**config.mk**
```make
export PLATFORM = sky130hd
export DESIGN_NAME = break_scan_controller
export DESIGN_NICKNAME = d
export VERILOG_FILES = /design/src/rtl/break_scan_controller.sv
export SDC_FILE = /design/constraint.sdc
export NUM_CORES = 1
export LEC_CHECK = 0
export BUFFER_PORTS_ARGS = -buffer_cell sky130_fd_sc_hd__buf_2
export CAP_MARGIN = 30
export CORE_UTILIZATION = 37
export CTS_CLUSTER_DIAMETER = 30
export CTS_CLUSTER_SIZE = 20
export DETAILED_ROUTE_END_ITERATION = 8
export GPL_ROUTABILITY_DRIVEN = 0
export SYNTH_ARGS = -nofsm -noshare
export SYNTH_HDL_FRONTEND = slang
export SYNTH_SLANG_ARGS = --single-unit
```
**constraint.sdc**
```tcl
create_clock -name clk -period 1.83 [get_ports clk]
set_input_delay 0.183 -clock clk [delete_from_list [all_inputs] [get_ports clk]]
set_output_delay 0.183 -clock clk [all_outputs]
set_load 0.1 [all_outputs]
```
**src/rtl/break_scan_controller.sv**
```systemverilog
// break_scan_controller
// Scores the candidate variables of one unsatisfied clause through a single
// shared break-value evaluation path. Candidates are evaluated one at a time.
// The candidate with the minimum break value is kept. The scan ends early when
// a candidate has a break value of zero.
module break_scan_controller #(
    parameter int NUM_CANDIDATES   = 3,
    parameter int VAR_BITS         = 8,
    parameter int NUM_CLAUSES_BITS = 5,
    parameter int IDX_BITS         = 2
) (
    input  logic                               clk,
    input  logic                               reset,
    input  logic                               start,
    input  logic                               abort,
    input  logic [NUM_CANDIDATES*VAR_BITS-1:0] cand_vars,
    input  logic [NUM_CANDIDATES-1:0]          cand_valid,
    output logic                               eval_req,
    output logic [VAR_BITS-1:0]                eval_var,
    input  logic                               eval_gnt,
    input  logic                               bv_valid,
    input  logic [NUM_CLAUSES_BITS-1:0]        break_value,
    output logic                               busy,
    output logic                               done,
    output logic                               no_candidate,
    output logic [VAR_BITS-1:0]                best_var,
    output logic [IDX_BITS-1:0]                best_idx,
    output logic [NUM_CLAUSES_BITS-1:0]        best_break
);

    // Index space is padded to a power of two so that any idx value selects a defined slot.
    localparam int SLOTS = 2 ** IDX_BITS;

    typedef enum logic [1:0] {IDLE, REQ, WAIT, DONE} state_t;

    state_t                              state_reg, state_next;
    logic [NUM_CANDIDATES*VAR_BITS-1:0]  cand_vars_reg, cand_vars_next;
    logic [NUM_CANDIDATES-1:0]           cand_valid_reg, cand_valid_next;
    logic [IDX_BITS-1:0]                 idx_reg, idx_next;
    logic                                have_best_reg, have_best_next;
    logic                                eval_req_reg;
    logic [VAR_BITS-1:0]                 eval_var_reg, eval_var_next;
    logic                                busy_reg;
    logic                                done_reg;
    logic                                no_candidate_reg, no_candidate_next;
    logic [VAR_BITS-1:0]                 best_var_reg, best_var_next;
    logic [IDX_BITS-1:0]                 best_idx_reg, best_idx_next;
    logic [NUM_CLAUSES_BITS-1:0]         best_break_reg, best_break_next;

    // Candidate IDs as arrays: straight from the input (for the start cycle) and latched.
    logic [VAR_BITS-1:0] in_cand  [SLOTS];
    logic [VAR_BITS-1:0] lat_cand [SLOTS];

    for (genvar gi = 0; gi < SLOTS; gi++) begin : g_slot
        if (gi < NUM_CANDIDATES) begin : g_real
            assign in_cand[gi]  = cand_vars[gi*VAR_BITS +: VAR_BITS];
            assign lat_cand[gi] = cand_vars_reg[gi*VAR_BITS +: VAR_BITS];
        end else begin : g_pad
            assign in_cand[gi]  = '0;
            assign lat_cand[gi] = '0;
        end
    end

    logic                first_found;
    logic [IDX_BITS-1:0] first_idx;
    logic                next_found;
    logic [IDX_BITS-1:0] next_idx;

    // Lowest valid candidate in the incoming mask (used when a start is accepted).
    always_comb begin
        first_found = 1'b0;
        first_idx   = '0;
        for (int i = 0; i < NUM_CANDIDATES; i++) begin
            if (!first_found && cand_valid[i]) begin
                first_found = 1'b1;
                first_idx   = IDX_BITS'(i);
            end
        end
    end

    // Next valid latched candidate strictly above the current index.
    always_comb begin
        next_found = 1'b0;
        next_idx   = '0;
        for (int i = 0; i < NUM_CANDIDATES; i++) begin
            if (!next_found && cand_valid_reg[i] && (i > int'(idx_reg))) begin
                next_found = 1'b1;
                next_idx   = IDX_BITS'(i);
            end
        end
    end

    // Next-state and next-output logic; abort overrides every transition and leaves results untouched.
    always_comb begin
        state_next        = state_reg;
        cand_vars_next    = cand_vars_reg;
        cand_valid_next   = cand_valid_reg;
        idx_next          = idx_reg;
        have_best_next    = have_best_reg;
        eval_var_next     = eval_var_reg;
        no_candidate_next = no_candidate_reg;
        best_var_next     = best_var_reg;
        best_idx_next     = best_idx_reg;
        best_break_next   = best_break_reg;

        if (abort) begin
            state_next = IDLE;
        end else begin
            case (state_reg)
                IDLE: begin
                    if (start) begin
                        cand_vars_next  = cand_vars;
                        cand_valid_next = cand_valid;
                        have_best_next  = 1'b0;
                        if (!first_found) begin
                            no_candidate_next = 1'b1;
                            state_next        = DONE;
                        end else begin
                            no_candidate_next = 1'b0;
                            idx_next          = first_idx;
                            eval_var_next     = in_cand[first_idx];
                            state_next        = REQ;
                        end
                    end
                end
                REQ: begin
                    if (eval_gnt) begin
                        state_next = WAIT;
                    end
                end
                WAIT: begin
                    if (bv_valid) begin
                        // Strict compare: on a tie the earlier (lower index) candidate stays.
                        if (!have_best_reg || (break_value < best_break_reg)) begin
                            have_best_next  = 1'b1;
                            best_var_next   = lat_cand[idx_reg];
                            best_idx_next   = idx_reg;
                            best_break_next = break_value;
                        end
                        if (break_value == '0) begin
                            state_next = DONE;
                        end else if (next_found) begin
                            idx_next      = next_idx;
                            eval_var_next = lat_cand[next_idx];
                            state_next    = REQ;
                        end else begin
                            state_next = DONE;
                        end
                    end
                end
                DONE: begin
                    state_next = IDLE;
                end
                default: begin
                    state_next = IDLE;
                end
            endcase
        end
    end

    // State and output registers; status outputs are decoded from the next state so they are registered.
    always_ff @(posedge clk or posedge reset) begin
        if (reset) begin
            state_reg        <= IDLE;
            cand_vars_reg    <= '0;
            cand_valid_reg   <= '0;
            idx_reg          <= '0;
            have_best_reg    <= 1'b0;
            eval_req_reg     <= 1'b0;
            eval_var_reg     <= '0;
            busy_reg         <= 1'b0;
            done_reg         <= 1'b0;
            no_candidate_reg <= 1'b0;
            best_var_reg     <= '0;
            best_idx_reg     <= '0;
            best_break_reg   <= '0;
        end else begin
            state_reg        <= state_next;
            cand_vars_reg    <= cand_vars_next;
            cand_valid_reg   <= cand_valid_next;
            idx_reg          <= idx_next;
            have_best_reg    <= have_best_next;
            eval_req_reg     <= (state_next == REQ);
            eval_var_reg     <= eval_var_next;
            busy_reg         <= (state_next != IDLE);
            done_reg         <= (state_next == DONE);
            no_candidate_reg <= no_candidate_next;
            best_var_reg     <= best_var_next;
            best_idx_reg     <= best_idx_next;
            best_break_reg   <= best_break_next;
        end
    end

    assign eval_req     = eval_req_reg;
    assign eval_var     = eval_var_reg;
    assign busy         = busy_reg;
    assign done         = done_reg;
    assign no_candidate = no_candidate_reg;
    assign best_var     = best_var_reg;
    assign best_idx     = best_idx_reg;
    assign best_break   = best_break_reg;

endmodule

```
## Word-level counts from Yosys, hierarchy flattened

Index checks and enable logic that the tools add are counted.
W data, S select, Z words.

| word-level totals | value |
|---|---|
| register bits after elaboration | 59 |
| input bits | 38 |

| operators by class | value |
|---|---|
| order comparisons | 6 |
| equal/unequal tests | 11 |
| multiplexer cells | 43 |
| bitwise gates (word level) | 4 |
| reduce and logical (&&, ||, !) cells | 18 |

Operators by type and width:

| cell | count |
|---|---|
| $mux W8 | 11 |
| $bmux W8 S2 | 3 |
| $mux W2 | 14 |
| $pmux W8 S2 | 1 |
| $ne A2 B2 Y1 const B | 6 |
| $mux W1 | 11 |
| $ge A3 B3 Y1 const B | 3 |
| $not A2 Y3 | 3 |
| $pmux W2 S4 | 1 |
| $reduce_and A7 Y1 | 1 |
| $eq A2 B2 Y1 const B | 3 |
| $logic_and A1 B1 Y1 | 5 |
| $logic_not A5 Y1 | 1 |
| $lt A5 B5 Y1 | 1 |
| $reduce_and A5 Y1 | 1 |
| $eq A2 B1 Y1 const B | 2 |
| $logic_not A1 Y1 | 4 |
| $pmux W2 S2 | 1 |
| $reduce_and A4 Y1 | 1 |
| $reduce_bool A2 Y1 | 2 |
| $reduce_and A3 Y1 | 1 |
| $gt A1 B2 Y1 const A | 1 |
| $gt A2 B2 Y1 const A | 1 |
| $logic_not A2 Y1 | 1 |
| other kinds (3) | 3 |

## Logic depth before layout (Yosys ltp)

Gate-level depths: netlist of run 1.

| logic depth | value |
|---|---|
| depth in word-level cells | 15 |
| gate-level depth with buffers | 8 |
| gate-level depth less buffers | 7 |

## Least setup slack after synthesis of run 1

OpenSTA, ideal clock, no wires.

| timing | value |
|---|---|
| path kind | register to register |
| from | register best_break_reg[4] (netlist: best_break[4]) |
| to | register best_break_reg[0] (netlist: best_break[0]) |
| library setup time | 126 ps |
| arrival | 2410 ps |
| slack | -706 ps |
| cell stages (with the launch flop) | 8 |
| buffers on the path | 1 |
| clock period less this slack | 2536 ps |
| cells stage by stage | dfrtp_1 -> inv_1 -> ha_1 -> a21o_1 -> a2111oi_4 -> o21ai_2 -> buf_2 -> mux2_2 |

| between the ends | value |
|---|---|
| longest elaborated chain between the ends | 3 |

Ends and longest elaborated chain:

| item | RTL line | source |
|---|---|---|
| start, declared | 48 | `logic [NUM_CLAUSES_BITS-1:0] best_break_reg, best_break_next;` |
| start signal, assigned | 190 | `best_break_reg <= best_break_next;` |
| $lt A5 B5 Y1 | 134 | `if (!have_best_reg \|\| (break_value < best_break_reg)) begin` |
| $logic_or A1 B1 Y1 | 134 |  |
| $reduce_and A4 Y1 (no line) | n/a |  |

Every way passes these cells.
A chain may end at the register's enable or synchronous reset.

## Worst setup path in the final report of run 1

| timing | value |
|---|---|
| from | register best_break_reg[4] (netlist: best_break[4]) |
| to | register best_var_reg[4] (netlist: best_var[4]) |

| between the ends | value |
|---|---|
| longest elaborated chain between the ends | 3 |

Ends and longest elaborated chain:

| item | RTL line | source |
|---|---|---|
| $lt A5 B5 Y1 | 134 |  |
| $logic_or A1 B1 Y1 | 134 |  |
| $reduce_and A4 Y1 (no line) | n/a |  |
| end signal, assigned | 188 | `best_var_reg <= best_var_next;` |
| end, declared | 46 | `logic [VAR_BITS-1:0] best_var_reg, best_var_next;` |

Every way passes these cells.

==> results of run 1 <==
[repair_timing]
item,CTS,global route
hold buffers,1,0
resized for setup,4,7
endpoints found under the setup margin,8,27
setup buffers,0,0
endpoints found under the hold margin,20,0
[logic make-up (layout without fill, tap and decap cells)]
logic type               Yosys count  after routing  share of synthesized area (%)
multiplexers                      52             52                           19.3
AND/OR/NAND/NOR                   83             83                           12.9
AO/OA/AOI/OAI                     55             55                           12.7
buffers and inverters             29            109                           4.82
flip-flops                        58             58                           48.6
adder cells (fa/ha/maj)            4              4                           1.68
[layout by cell type (no fill, tap or decap), types with 2 or more instances in the layout]
| master | synthesis | routed |
|---|---|---|
| dfrtp_2 | 0 | 4 |
| nor2_1 | 21 | 21 |
| nor2b_1 | 5 | 4 |
| a21oi_1 | 16 | 16 |
| ha_1 | 4 | 3 |
| mux2i_1 | 10 | 10 |
| nand3_1 | 8 | 8 |
| a221o_1 | 8 | 8 |
| nand2b_1 | 5 | 5 |
| buf_2 | 7 | 64 |
| o21ai_0 | 10 | 5 |
| mux2_2 | 41 | 41 |
| buf_4 | 0 | 17 |
| o22ai_1 | 3 | 3 |
| a31oi_1 | 8 | 8 |
| inv_2 | 0 | 2 |
| clkbuf_8 | 0 | 12 |
| buf_12 | 0 | 2 |
| inv_1 | 10 | 8 |
| bufinv_16 | 0 | 2 |
| o21ai_1 | 0 | 5 |
| dfrtp_1 | 58 | 54 |
| nand2_1 | 35 | 35 |
[power breakdown]
| part | total, uW | switching [uW] | internal, uW | leakage (uW) |
|---|---|---|---|---|
| logic | 3400 | 2590 | 809 | 0.000924 |
| registers | 1990 | 279 | 1710 | 0.000706 |
| clock network | 1350 | 487 | 864 | 0.000115 |
[Yosys cell counts, drive strengths merged (2+ instances only)]
cell,number,area (um^2)
mux2,42,477
nor2b,5,31.3
mux2i,10,100
a211oi,2,15.0
clkbuf,5,18.8
a21oi,16,80.1
nand2b,6,45.0
nand2,35,131
o22ai,3,18.8
o21ai,11,58.8
dfrtp,58,1450
a31oi,8,50.1
buf,14,87.6
a221o,8,80.1
nor2,22,90.1
nand3,8,40.0
inv,10,37.5
nor3,2,10.0
ha,4,50.1
[routing by layer]
metal | global-route usage, % | share of wire, % | vias to the layer above
met1 | 25.6 | 45 | 1147
met4 | 8.20 | 1.1 | 0
li1 | - | - | 1142
met5 | 0 | 0 | -
met3 | 3.32 | 6.3 | 6
met2 | 29.5 | 47 | 71
[final timing paths]
| check | start | to | slack, ps |
|---|---|---|---|
| hold / removal | cand_vars[13] | cand_vars_reg[13] | 90 |
| hold reg to reg | best_var[7] | best_var[7] | 470 |
| max in group asynchronous | reset | state_reg[1] | 860 |
| min in group asynchronous | reset | best_var[0] | 400 |
| setup / recovery | best_break[4] | best_var[4] | 2 |
| setup reg to reg | best_break[4] | best_var[4] | 2 |
[cell type report]
cell class | instances | area [um^2]
multi-input combinational | 194 | 1430
timing repair buffer | 85 | 509
inverter | 10 | 37.5
sequential | 58 | 1460
fill | 760 | 3980
clock inverter | 2 | 60.1
tap | 102 | 128
clock buffer | 12 | 165
[through the flow]
stage	total power [uW]	TNS [ps]
2_1_floorplan	4710	-3910
3_3_place_gp	5360	0
3_5_place_dp	5400	-280
4_1_cts	6780	-47.5
5_1_grt	7090	-1160
6_report	6750	0
==> results.toml, run 1 <==
[die]
die_area_um2 = 8440
die_h_um = 91.9
start_util_pct = 38.5
io_pins = 65
fp.dieW_um = 91.9
core.rowCount = 32
core_um2 = 7770

[sta]
fin_ws_ps = 2.05
slew_headroom_pct = 46.5
slew_violations = 0
whs_ps = 89.9
min_period_ps = 1830
worst_pin_slew_ps = 800
fin_crit_sh_pct = 99.9
skew_ps = 11.9
max_freq_ghz = 0.547
hold_violations = 0
setup_viol = 0
rsz0062_at_grt = "true"

[synthesis]
avgSynthCellArea_um2 = 10.6
yosysUniqueCellTypes = 38
yosysSeqAreaShare_pct = 48.6
syn_area_um2 = 2990
synthFlopType = "dfrtp_1"
async_flop_share_pct = 100
yosysWarnings = 0
synthCells = 281
ys_seq_elements = 58
synth-edff-count = 0
synth_nets = 323

[grt]
grt_pass1_vias = 2430
overflow = 0
grt_pass1_wl_um = 12100
grt_max_degree = 39
groute.usage.overall_pct = 18.9
antenna_found_initial = 0

[critical_path]
path_class = "reg2reg"
crit_slowest_cell = "dfrtp_2"
cp_data_required_time_ps = 2040
path_buf_inv = 2
cp-start-kind = "register"
path_depth = 8
rr_worst_depth = 8
worstPathCellList = "inv_2 > ha_4 > a21o_1 > a2111oi_4 > o21ai_4 > buf_6 > nand2_1 > o21ai_0"
cp.arrival_ps = 2040
cpPeakStageDelay_ps = 410
crit_fanout = 16
end_kind = "register"
cp_top_family = "compound AO/OA/AOI/OAI gates"

[layout]
largest_register_ffs = 24
area_delta_synth_final_pct = 26.8
layout.nets = 400
drive_gt1_share_pct = 43.2
design_area_um2 = 3790
final_util_pct = 48.8
final_cells = 463
antenna_cells = 0

[clocking]
cts_buffers = 9
cts.clk_slew.worst_paths_ps = 70
htree_levels = 3
cts_tree = "built"
clk_latency_ps = 340
clock_path_buffers = 2
root_buffer = "clkbuf_8"
cts_sinks = 58

[route]
wirelength_um = 7270
avgRoutedWirePerCell_um = 15.7
via_per_inst = 5.11
antenna_left = 0
vias = 2366
route.detailed.drc = 0
drt_iter0_drc = 169
dr.pass1.iters = 4

[outcome]
status = "complete, no violations"

[placed_design]
dp_hpwl_um = 5110
preCtsSetupSlack_ps = -40.7
placed_area_um2 = 3530
io_buffer_count = 64
dp.cells = 448

[power_and_ir_drop]
static-leakage-power_uw = 0.00174
power_density_nw_per_um2 = 1780
ir_drop_mv = 0.853

[hold_path]
whs_path_depth = 2
hold_class = "in2reg"

[run]
maxCapViolations = 0
Power figures use the tool's default switching activity.
==> inputs of run 2 (changes only) <==
CORE_UTILIZATION = 49   (was 37)
PLACE_DENSITY = 0.76   (was not set)
==> results.toml, run 2 (synthesized netlist as in run 1, its figures left out) <==
[die]
die_h_um = 80.1
start_util_pct = 50.8
fp.dieW_um = 80.1
core_um2 = 5890
io_pins = 65
die_area_um2 = 6410
core.rowCount = 28

[layout]
layout_commonest_cell = "buf_2"
antenna_cells = 0
drive_gt1_share_pct = 48.8
largest_register_ffs = 24
mostFrequentLayoutCells = "64 x buf_2, 54 x dfrtp_1, 41 x mux2_2"
area_delta_synth_final_pct = 30.4
final_cells = 446
final_util_pct = 66.2
layout.nets = 410

[sta]
fin_ws_ps = -77.0
hold_violations = 0
max_freq_ghz = 0.524
slew_violations = 0
rsz0062_at_grt = "true"
min_period_ps = 1910
worst_pin_slew_ps = 549
slew_headroom_pct = 63.2
fin_crit_sh_pct = 104
skew_ps = 5.51
setup_viol = 15

[clocking]
cts_tree = "built"
cts_buffers = 9
cts_sinks = 58
cts.clk_slew.worst_paths_ps = 60
htree_levels = 3
clk_latency_ps = 340
clock_path_buffers = 2
root_buffer = "clkbuf_8"

[route]
wirelength_um = 7620
vias = 2540
drt_iter0_drc = 236
route.detailed.drc = 0
dr.pass1.iters = 5
via_per_inst = 5.70
avgRoutedWirePerCell_um = 17.1
antenna_left = 0

[grt]
use_met3_pct = 6.48
use_met1_pct = 31.7
groute.usage.overall_pct = 25.1
grt_pass1_wl_um = 12000
antenna_found_initial = 0
met2_usage_pct = 40.4
grt.busiest_layer = "met2"
grt_pass1_vias = 2446
overflow = 0
grt_max_degree = 25

[hold_path]
hold_class = "in2reg"

[power_and_ir_drop]
static-leakage-power_uw = 0.00179
power_density_nw_per_um2 = 1730
ir_drop_mv = 1.27

[placed_design]
dp_hpwl_um = 5070
io_buffer_count = 64
dp.cells = 426

[critical_path]
cpPeakStageDelay_ps = 460
cp_data_required_time_ps = 2050
crit_slowest_cell = "a2111oi_4"
end_kind = "register"
worstPathCellList = "inv_2 > ha_4 > a21o_1 > a2111oi_4 > o21ai_4 > mux2_2"
crit_fanout = 6
cp.arrival_ps = 2120
cp-start-kind = "register"
path_class = "reg2reg"

[outcome]
violations = "setup timing"
status = "finished, violations left"

[run]
maxCapViolations = 0
-- run 2: what timing repair did --
action | CTS | global route
endpoints found under the setup margin | 25 | 27
pin swaps | 1 | 9
gates resized for setup | 12 | 28
cloned | 2 | 1
hold endpoints to repair | 21 | 0
hold buffers | 1 | 0
setup buffers | 2 | 0
-- run 2: final timing paths --
kind / slack [ps] / start / depth (start not counted) / endpoint
min in group asynchronous: 440 / reset / 3 / best_idx[0]
max: -80 / best_break[4] / 6 / best_break[1]
min reg2reg: 490 / best_var[5] / 2 / best_var[5]
min: 80 / cand_valid[2] / 3 / cand_valid_reg[2]
max reg2reg: -80 / best_break[4] / 6 / best_break[1]
max in group asynchronous: 850 / reset / 4 / best_var[3]
-- run 2: layout make-up --
class                           instances  area (um^2)
Sequential cell                        58         1460
Fill cell                             460         1990
Clock inverter                          3         40.0
Timing Repair Buffer                   93          564
Tap cell                               75         93.8
Inverter                               10         37.5
Multi-Input combinational cell        196         1550
Clock buffer                           11          151
-- run 2: stage by stage --
stage	setup TNS, ps	setup slack [ps]	hold slack [ps]	cell area (um^2)	power, uW
floorplan	-3910	-327	249	3020	4710
global placement	-1120	-95.9	247	3520	5320
detailed placement	-1700	-136	261	3520	5400
CTS	-579	-58.5	80.7	3770	6620
global route	-1880	-142	95.0	3890	7060
finish	-908	-77.0	79.9	3890	6760
-- run 2: worst max-delay path: cells and delay by family, from the launching register on --
family / cells / cell delay [ps]
buffers and inverters: 1 / 70
muxes: 1 / 310
AOI/OAI and AO/OA: 3 / 800
DFF: 1 / 410
adders and majority gates: 1 / 200
-- run 2: where the power goes --
part / switching, uW / internal, uW
logic: 2680 / 890
clock network: 491 / 683
registers: 302 / 1710
total: 3470 / 3290
-- run 2: layer usage --
metal  routed length [um]  share of wire, %  up-vias
met3                  523               6.9       14
li1                     -                 -     1173
met5                    0                 0        -
met4                  117               1.5        0
met1                 3240                42     1233
met2                 3740                49      120
